**src/rtl/tx_scheduler.sv**
```systemverilog
// tx_scheduler: arbitrates the serial TX link between prefetcher and execute unit,
// shifts out header+payload and tags reads in order so RX payload can be routed back.
module tx_scheduler #(
    parameter int IO_BITS         = 2,
    parameter int PAYLOAD_CYCLES  = 8,
    parameter int CMD_BITS        = 4,
    parameter int MAX_OUTSTANDING = 2,
    localparam int CW = $clog2(PAYLOAD_CYCLES) + 1,
    localparam int BW = $clog2(MAX_OUTSTANDING + 1)
) (
    input  logic                clk,
    input  logic                reset,
    input  logic                pf_valid,
    input  logic [CMD_BITS-1:0] pf_cmd,
    output logic                pf_started,
    input  logic [IO_BITS-1:0]  pf_data,
    input  logic                ex_valid,
    input  logic [CMD_BITS-1:0] ex_cmd,
    input  logic                ex_write,
    output logic                ex_started,
    input  logic [IO_BITS-1:0]  ex_data,
    output logic [IO_BITS-1:0]  tx_pins,
    output logic                tx_active,
    output logic                tx_data_next,
    output logic [CW-1:0]       tx_counter,
    output logic                tx_owner,
    output logic                tx_done,
    input  logic                rx_done,
    input  logic                rx_data_valid,
    output logic                rx_pf_valid,
    output logic                rx_ex_valid,
    output logic                rx_pf_done,
    output logic                rx_ex_done,
    output logic [BW-1:0]       busy_reads
);
    localparam int HDR = CMD_BITS / IO_BITS;
    localparam int PW  = (MAX_OUTSTANDING > 1) ? $clog2(MAX_OUTSTANDING) : 1;

    typedef enum logic [1:0] {IDLE, HEADER, PAYLOAD, GAP} state_t;

    state_t                     state_q;
    logic [CMD_BITS-1:0]        cmd_q;
    logic                       owner_q, long_q, rr_last_q;
    logic [CW-1:0]              cnt_q;
    logic [MAX_OUTSTANDING-1:0] tag_q;
    logic [PW-1:0]              rd_q, wr_q, rd_d, wr_d;
    logic [BW-1:0]              busy_q, busy_d;
    logic                       room, pf_ok, ex_ok, grant_ex, accept, push, pop, head;
    logic                       in_hdr, in_pl, last_hdr, last_pl;

    always_comb begin
        room       = busy_q < BW'(MAX_OUTSTANDING);
        pf_ok      = pf_valid && room;
        ex_ok      = ex_valid && (ex_write || room);
        // rr_last_q set means the prefetcher was served last, so execute wins a tie
        grant_ex   = ex_ok && (!pf_ok || rr_last_q);
        accept     = (state_q == IDLE) && (pf_ok || ex_ok);
        pf_started = accept && !grant_ex;
        ex_started = accept && grant_ex;
        push       = pf_started || (ex_started && !ex_write);
        pop        = rx_done && (busy_q != '0);
        head       = tag_q[rd_q];
        rd_d       = pop ? ((rd_q == PW'(MAX_OUTSTANDING - 1)) ? '0 : rd_q + 1'b1) : rd_q;
        wr_d       = push ? ((wr_q == PW'(MAX_OUTSTANDING - 1)) ? '0 : wr_q + 1'b1) : wr_q;
        busy_d     = busy_q + BW'(push) - BW'(pop);
        in_hdr     = state_q == HEADER;
        in_pl      = state_q == PAYLOAD;
        last_hdr   = cnt_q == CW'(HDR - 1);
        last_pl    = cnt_q == (long_q ? CW'(2 * PAYLOAD_CYCLES - 1) : CW'(PAYLOAD_CYCLES - 1));
        tx_pins    = in_hdr ? cmd_q[IO_BITS-1:0] : in_pl ? (owner_q ? ex_data : pf_data) : '0;
        tx_active  = in_hdr || in_pl;
        tx_data_next = in_pl;
        tx_counter = in_pl ? cnt_q : '0;
        tx_owner   = owner_q;
        tx_done    = in_pl && last_pl;
        rx_pf_valid = rx_data_valid && (busy_q != '0) && !head;
        rx_ex_valid = rx_data_valid && (busy_q != '0) && head;
        rx_pf_done  = pop && !head;
        rx_ex_done  = pop && head;
        busy_reads  = busy_q;
    end

    always_ff @(posedge clk) begin
        if (reset) begin
            state_q   <= IDLE;
            cmd_q     <= '0;
            owner_q   <= 1'b0;
            long_q    <= 1'b0;
            rr_last_q <= 1'b1;
            cnt_q     <= '0;
            tag_q     <= '0;
            rd_q      <= '0;
            wr_q      <= '0;
            busy_q    <= '0;
        end else begin
            rd_q   <= rd_d;
            wr_q   <= wr_d;
            busy_q <= busy_d;
            if (push) tag_q[wr_q] <= grant_ex;
            case (state_q)
                IDLE: if (accept) begin
                    state_q   <= HEADER;
                    cmd_q     <= grant_ex ? ex_cmd : pf_cmd;
                    owner_q   <= grant_ex;
                    long_q    <= grant_ex && ex_write;
                    rr_last_q <= !grant_ex;
                    cnt_q     <= '0;
                end
                HEADER: begin
                    cmd_q <= cmd_q >> IO_BITS;
                    cnt_q <= last_hdr ? '0 : cnt_q + 1'b1;
                    if (last_hdr) state_q <= PAYLOAD;
                end
                PAYLOAD: begin
                    cnt_q <= last_pl ? '0 : cnt_q + 1'b1;
                    if (last_pl) state_q <= GAP;
                end
                default: state_q <= IDLE;
            endcase
        end
    end
endmodule

```
**config.mk**
```make
export PLATFORM = sky130hd
export DESIGN_NAME = tx_scheduler
export DESIGN_NICKNAME = d
export VERILOG_FILES = /design/src/rtl/tx_scheduler.sv
export SDC_FILE = /design/constraint.sdc
export NUM_CORES = 1
export LEC_CHECK = 0
export BUFFER_PORTS_ARGS = -buffer_cell sky130_fd_sc_hd__buf_2
export CELL_PAD_IN_SITES_DETAIL_PLACEMENT = 1
export CELL_PAD_IN_SITES_GLOBAL_PLACEMENT = 1
export CORE_MARGIN = 2
export CORE_UTILIZATION = 34
export CTS_BUF_LIST = sky130_fd_sc_hd__clkbuf_2
export CTS_CLUSTER_SIZE = 40
export DETAILED_ROUTE_END_ITERATION = 6
export HOLD_SLACK_MARGIN = 0.06
export PLACE_DENSITY = 0.76
export SYNTH_ARGS = -nofsm -noshare
export SYNTH_HDL_FRONTEND = slang
export SYNTH_SLANG_ARGS = --single-unit
```
**constraint.sdc**
```tcl
create_clock -name clk -period 2.3 [get_ports clk]
set_input_delay 0.345 -clock clk [delete_from_list [all_inputs] [get_ports clk]]
set_output_delay 0.345 -clock clk [all_outputs]
set_load 0.02 [all_outputs]
```
==> flow_summary.toml, run 1 <==
[outcome]
result_of_the_run = "completed"

[sta]
final.period_utilization = 0.934
final.setup_skew_ns = 0.000924
timing.final.crit_period_ns = 2.15
worst_max_slew_pin_slew_ns = 0.600
worst_slack_ns = 0.152
clock.fmax_ghz = 0.466
final-setup-viol-count = 0
drv_slew = 0
hold-worst-slack_ns = 0.286
totalNegativeSetupSlack_ns = 0
timing_hold_violations_final = 0
relSlewSlack = 0.594

[yosys]
asyncSetResetFlopFracSynth = 0
syn_area_per_cell_um2 = 8.12
syn_inst = 147
number_of_register_bits_inferred_by_synthesis = 19
netlist_area_before_placement_um2 = 1190
netlist-cell-type-count = 40
synth.top_cells.by_count = "dfxtp_1, nor2_1, nand2_1, o21ai_0, inv_1"
synth_top_flop_cell = "dfxtp_1"
synth_area_leaders = "dfxtp_1, ha_1, mux2i_1"
synth_top_area_cell = "dfxtp_1"
synthesis.nets = 174
synth.yosys.seq_area_share = 0.319
synth_edf_count = 0
yosys_warnings = 0
post-synth-top-count-cell = "dfxtp_1"
yosys.area.top_type_share = 0.319

[clock_tree]
clk_latency_ns = 0.32
clockBufferDepth = 2
worst_setup_hold_path_clk_slew_ns = 0.19
clock-root-buffer = "clkbuf_2"
clkSinkCount = 19
tritoncts.num_buffers = 3
clock_tree_from_tritoncts = "yes"
number_of_levels_in_the_clock_h_tree = 1

[floorplanning]
initial_utilization = 0.355
io_pins = 37
floorplan.rows = 21
fp.dieArea_um2 = 4000
core_um2 = 3360
width_of_the_die_um = 63.3
die_height_um = 63.3

[cells_and_area]
n_antenna_cell = 0
fin_area_um2 = 1480
num-nets-final = 214
flow.area_growth_from_synthesis_pct = 24.0
final_layout_size_suffix_gt1_frac = 0.280
stdcell_count = 232

[power_and_ir_drop]
p_leak_uw = 0.000678
power_density_nw_per_um2 = 1120
peakVddDrop_v = 0.000473

[flow_run]
drv_cap = 0

[hold_path]
hold_path_class = "input port to flip-flop"
timing.hold.worst_path_depth = 3

[grt]
via_count_of_the_first_global_routing_pass = 1318
globalRoute.totalOverflow = 0
grt_use_total = 0.187
global_route_wire_length_before_repair_um = 6020
grt_antenna_before_repair = 0
grt_start_max_net_pins = 18

[drt]
ant_nets = 0
drt_drc_violations_left = 0
wl_per_cell_um = 14.8
vias = 1219
drt-total-wl_um = 3440
starting_drc_count_in_detailed_routing = 19
detail_route.first_pass.iterations = 4
route.detailed.vias_per_inst = 5.25

[place]
io_buffers = 36
place_ws_ns = 0.218
placer_s_final_routability_congestion_estimate = 0.794
postPlaceCellArea_um2 = 1440
place.detailed.instances = 228
dp.final_hpwl_um = 2730

[setup_path]
worst_ep_required_time_ns = 1.96
worstPathMaxFanout = 6
critical_path.startpoint_type = "flip-flop"
crit_path_end_kind = "primary output"
path_class = "flip-flop to primary output"
reg2reg_depth = 11
arrival_ns = 1.80
[critical path, stage by stage, from the launching register on]
cell and delay [ns]:
dfxtp_2 0.38, inv_1 0.13, ha_4 0.18, o21a_1 0.17
and2_1 0.16, buf_4 0.14, nand2_1 0.07, inv_1 0.08
buf_2 0.16
[layout make-up]
type,count,area (µm²)
repair buffers,40,210
well taps,46,57.6
inverters,9,33.8
flip-flops and latches,19,383
fillers,442,1880
clock buffers,3,15.0
clock inverters,1,5.00
multi-input cells,114,776
[per-stage QoR]
stage / utilization / total power, µW
2_1_floorplan: - / 1180
3_3_place_gp: 0.429 / 1420
3_5_place_dp: 0.429 / 1480
4_1_cts: 0.435 / 1630
5_1_grt: 0.440 / 1840
6_report: 0.440 / 1670
[timing repair]
| action | in CTS | in global routing |
|---|---|---|
| setup endpoints to repair | 0 | 2 |
| buffers inserted | 0 | 0 |
| hold buffers | 0 | 0 |
| resized for setup | 0 | 6 |
[cells in the final DEF, fill, tap and decap left out, drive strengths merged, types with 2 or more instances in the layout]
master / count
o211ai: 2
nand3: 2
mux2i: 6
or3: 2
ha: 8
nor2b: 4
nand2: 11
buf: 40
clkbuf: 3
o21ai: 11
a32o: 2
a31oi: 2
and3: 3
nor3: 4
inv: 9
nand4b: 2
a211oi: 2
nor2: 16
a21oi: 8
o41ai: 2
xnor2: 2
nand4: 2
o2bb2ai: 2
o21a: 3
dfxtp: 19
xor2: 2
and2: 5
[registers in the layout, summed over array words and instances, names as in the netlist]
signal / count
cmd_q: 4
cnt_q: 4
busy_reads: 2
state_q: 2
tag_q: 2
long_q: 1
rd_q: 1
rr_last_q: 1
tx_owner: 1
wr_q: 1
[worst paths after layout]
check	startpoint	endpoint	slack, ns
hold reg to reg	cmd_q[2]$_SDFFE_PP0P_	cmd_q[2]$_SDFFE_PP0P_	0.50
hold / removal	pf_cmd[2]	cmd_q[2]$_SDFFE_PP0P_	0.29
setup reg to reg	state_q[0]$_SDFFE_PP0P_	busy_reads[1]$_SDFF_PP0_	0.29
setup / recovery	state_q[0]$_SDFFE_PP0P_	ex_started	0.15
[where the power goes]
group,leakage (µW),switching [µW],internal [µW]
clock,0.0000164,113,39.4
combinational,0.000505,576,405
sequential,0.000157,94.0,437
[layer usage]
metal | global-route usage | wire [µm]
met1 | 0.232 | 1540
met2 | 0.324 | 1760
met3 | 0.0304 | 85
met5 | 0 | 0
met4 | 0.0707 | 57
[cells by family after synthesis]
family / count (synthesis) / synth area share
DFF: 19 / 0.319
AOI/OAI and AO/OA: 39 / 0.215
buffers and inverters: 14 / 0.0451
and+or+nand+nor: 57 / 0.258
muxes: 6 / 0.0503
xor gates and xnor gates: 4 / 0.0294
adders and majority gates: 8 / 0.0839
No activity file was read; power rests on OpenSTA's default activity.
==> run 2, diff against run 1 <==
==> config.mk (replaced) <==
export PLATFORM = sky130hd
export DESIGN_NAME = tx_scheduler
export DESIGN_NICKNAME = d
export VERILOG_FILES = /design/src/rtl/tx_scheduler.sv
export SDC_FILE = /design/constraint.sdc
export NUM_CORES = 1
export LEC_CHECK = 0
export BUFFER_PORTS_ARGS = -buffer_cell sky130_fd_sc_hd__buf_2
export CORE_MARGIN = 2
export CORE_UTILIZATION = 40
export CTS_BUF_LIST = sky130_fd_sc_hd__clkbuf_2
export CTS_CLUSTER_SIZE = 40
export DETAILED_ROUTE_END_ITERATION = 6
export HOLD_SLACK_MARGIN = 0.06
export PLACE_DENSITY = 0.66
export SYNTH_ARGS = -nofsm -noshare
export SYNTH_HDL_FRONTEND = slang
export SYNTH_SLANG_ARGS = --single-unit
==> flow_summary.toml, run 2 (synthesized netlist as in run 1, its figures left out) <==
[place]
dp.final_hpwl_um = 2190
placer_s_final_routability_congestion_estimate = 0.755
postPlaceCellArea_um2 = 1410
io_buffers = 36
place.detailed.instances = 211

[setup_path]
path_cells = "or3b_4 -> and3_1 -> nor2_1 -> buf_2"
max_stage_delay_ns = 0.42
critical_path_buf_inv_count = 1
critPathTopFamily = "simple AND/OR/NAND/NOR gates"
worstPathMaxFanout = 8
worst_path_max_delay_cell = "dfxtp_1"
crit_path_end_kind = "primary output"
path_class = "flip-flop to primary output"
worst_ep_required_time_ns = 1.96
critical_path.startpoint_type = "flip-flop"
arrival_ns = 1.80

[cells_and_area]
n_antenna_cell = 0
layout_commonest_cell = "buf_2"
fin_area_um2 = 1450
sequential_cell_area_um2 = 383
layout_common_cells = "buf_2, dfxtp_1, nor2_1"
fillers = 299
multi_input_comb_area_um2 = 762
largestRegisters = "cmd_q (4), cnt_q (4)"
num-nets-final = 214
final_layout_size_suffix_gt1_frac = 0.269
flow.area_growth_from_synthesis_pct = 21.3
stdcell_count = 217

[floorplanning]
floorplan.rows = 19
width_of_the_die_um = 58.6
core_um2 = 2810
initial_utilization = 0.426
io_pins = 37
die_height_um = 58.6
fp.dieArea_um2 = 3440

[power_and_ir_drop]
peakVddDrop_v = 0.000516
power_density_nw_per_um2 = 1110
p_leak_uw = 0.000675

[sta]
relSlewSlack = 0.627
worst_max_slew_pin_slew_ns = 0.552
drv_slew = 0
timing_hold_violations_final = 0
timing.final.crit_period_ns = 2.14
final.period_utilization = 0.931
clock.fmax_ghz = 0.467
totalNegativeSetupSlack_ns = 0
final-setup-viol-count = 0
hold-worst-slack_ns = 0.275
final.setup_skew_ns = 0.0221

[grt]
globalRoute.totalOverflow = 0
global_route_wire_length_before_repair_um = 4770
grt_antenna_before_repair = 0
grt_start_max_net_pins = 18
via_count_of_the_first_global_routing_pass = 1087
grt_use_total = 0.176

[drt]
wl_per_cell_um = 13.2
vias = 1191
drt_drc_violations_left = 3
ant_nets = 0
detail_route.first_pass.iterations = 6
route.detailed.vias_per_inst = 5.49
drt-total-wl_um = 2870
starting_drc_count_in_detailed_routing = 32

[outcome]
result_of_the_run = "complete, but fails checks"
violations = "design-rule violations"

[clock_tree]
clock_tree_from_tritoncts = "yes"
clk_latency_ns = 0.33
hold_buffers = 0
worst_setup_hold_path_clk_slew_ns = 0.20
clockBufferDepth = 2
clkSinkCount = 19
number_of_levels_in_the_clock_h_tree = 1
tritoncts.num_buffers = 3
clock-root-buffer = "clkbuf_2"

[flow_run]
drv_cap = 0

[hold_path]
hold_path_class = "input port to flip-flop"
[run 2: cell types whose count changed in the layout (fill, tap and decap cells not counted)]
cell,change
and3_2,-1
ha_4,-1
and3_1,+1
nor2_2,-1
nor2_1,+1
ha_2,+1
[run 2: per-stage QoR]
step	setup WS [ns]	util	power, µW
final	0.158	0.516	1610
after global routing	-0.00374	0.516	1750
after CTS	0.0897	0.509	1580
after detailed placement	0.252	0.502	1430
after global placement	0.350	0.502	1400
after floorplan	0.208	-	1180
[run 2: metal layers]
layer  wire length, µm  part of all wire  global-route usage
met1              1310              0.46               0.227
met5                 0                 0                   0
met3               146             0.051              0.0484
met2              1390              0.49               0.303
met4                14            0.0049              0.0195
[run 2: path summary, 6_finish.rpt]
path,slack [ns],to,startpoint,depth (start not counted)
min,0.28,cmd_q[2]$_SDFFE_PP0P_,pf_cmd[2],3
min reg2reg,0.49,tag_q[0]$_SDFFE_PP0P_,tag_q[0]$_SDFFE_PP0P_,2
max,0.16,pf_started,busy_reads[1]$_SDFF_PP0_,4
max reg2reg,0.31,state_q[0]$_SDFFE_PP0P_,state_q[0]$_SDFFE_PP0P_,5
[run 2: power breakdown]
part | internal, µW | total [µW] | switching (µW)
combinational | 391 | 929 | 539
sequential | 437 | 526 | 88.9
clock | 39.4 | 150 | 110
[run 2: area by class of cell]
type | instances | share of cell area
well taps | 31 | 0.0268
inverters | 9 | 0.0233
repair buffers | 40 | 0.145
clock buffers | 3 | 0.0104
clock inverters | 1 | 0.00346
multi-input cells | 114 | 0.526
flip-flops and latches | 19 | 0.264
[run 2: timing repair]
action,CTS,global route
buffers inserted,0,2
resized for setup,0,3
setup endpoints to repair,0,1
[run 2: worst min-delay path, delay by kind of cell]
| kind | cells | cell delay (ns) |
|---|---|---|
| AOI/OAI and AO/OA | 1 | 0.12 |
| muxes | 1 | 0.05 |
| buffers and inverters | 1 | 0.08 |
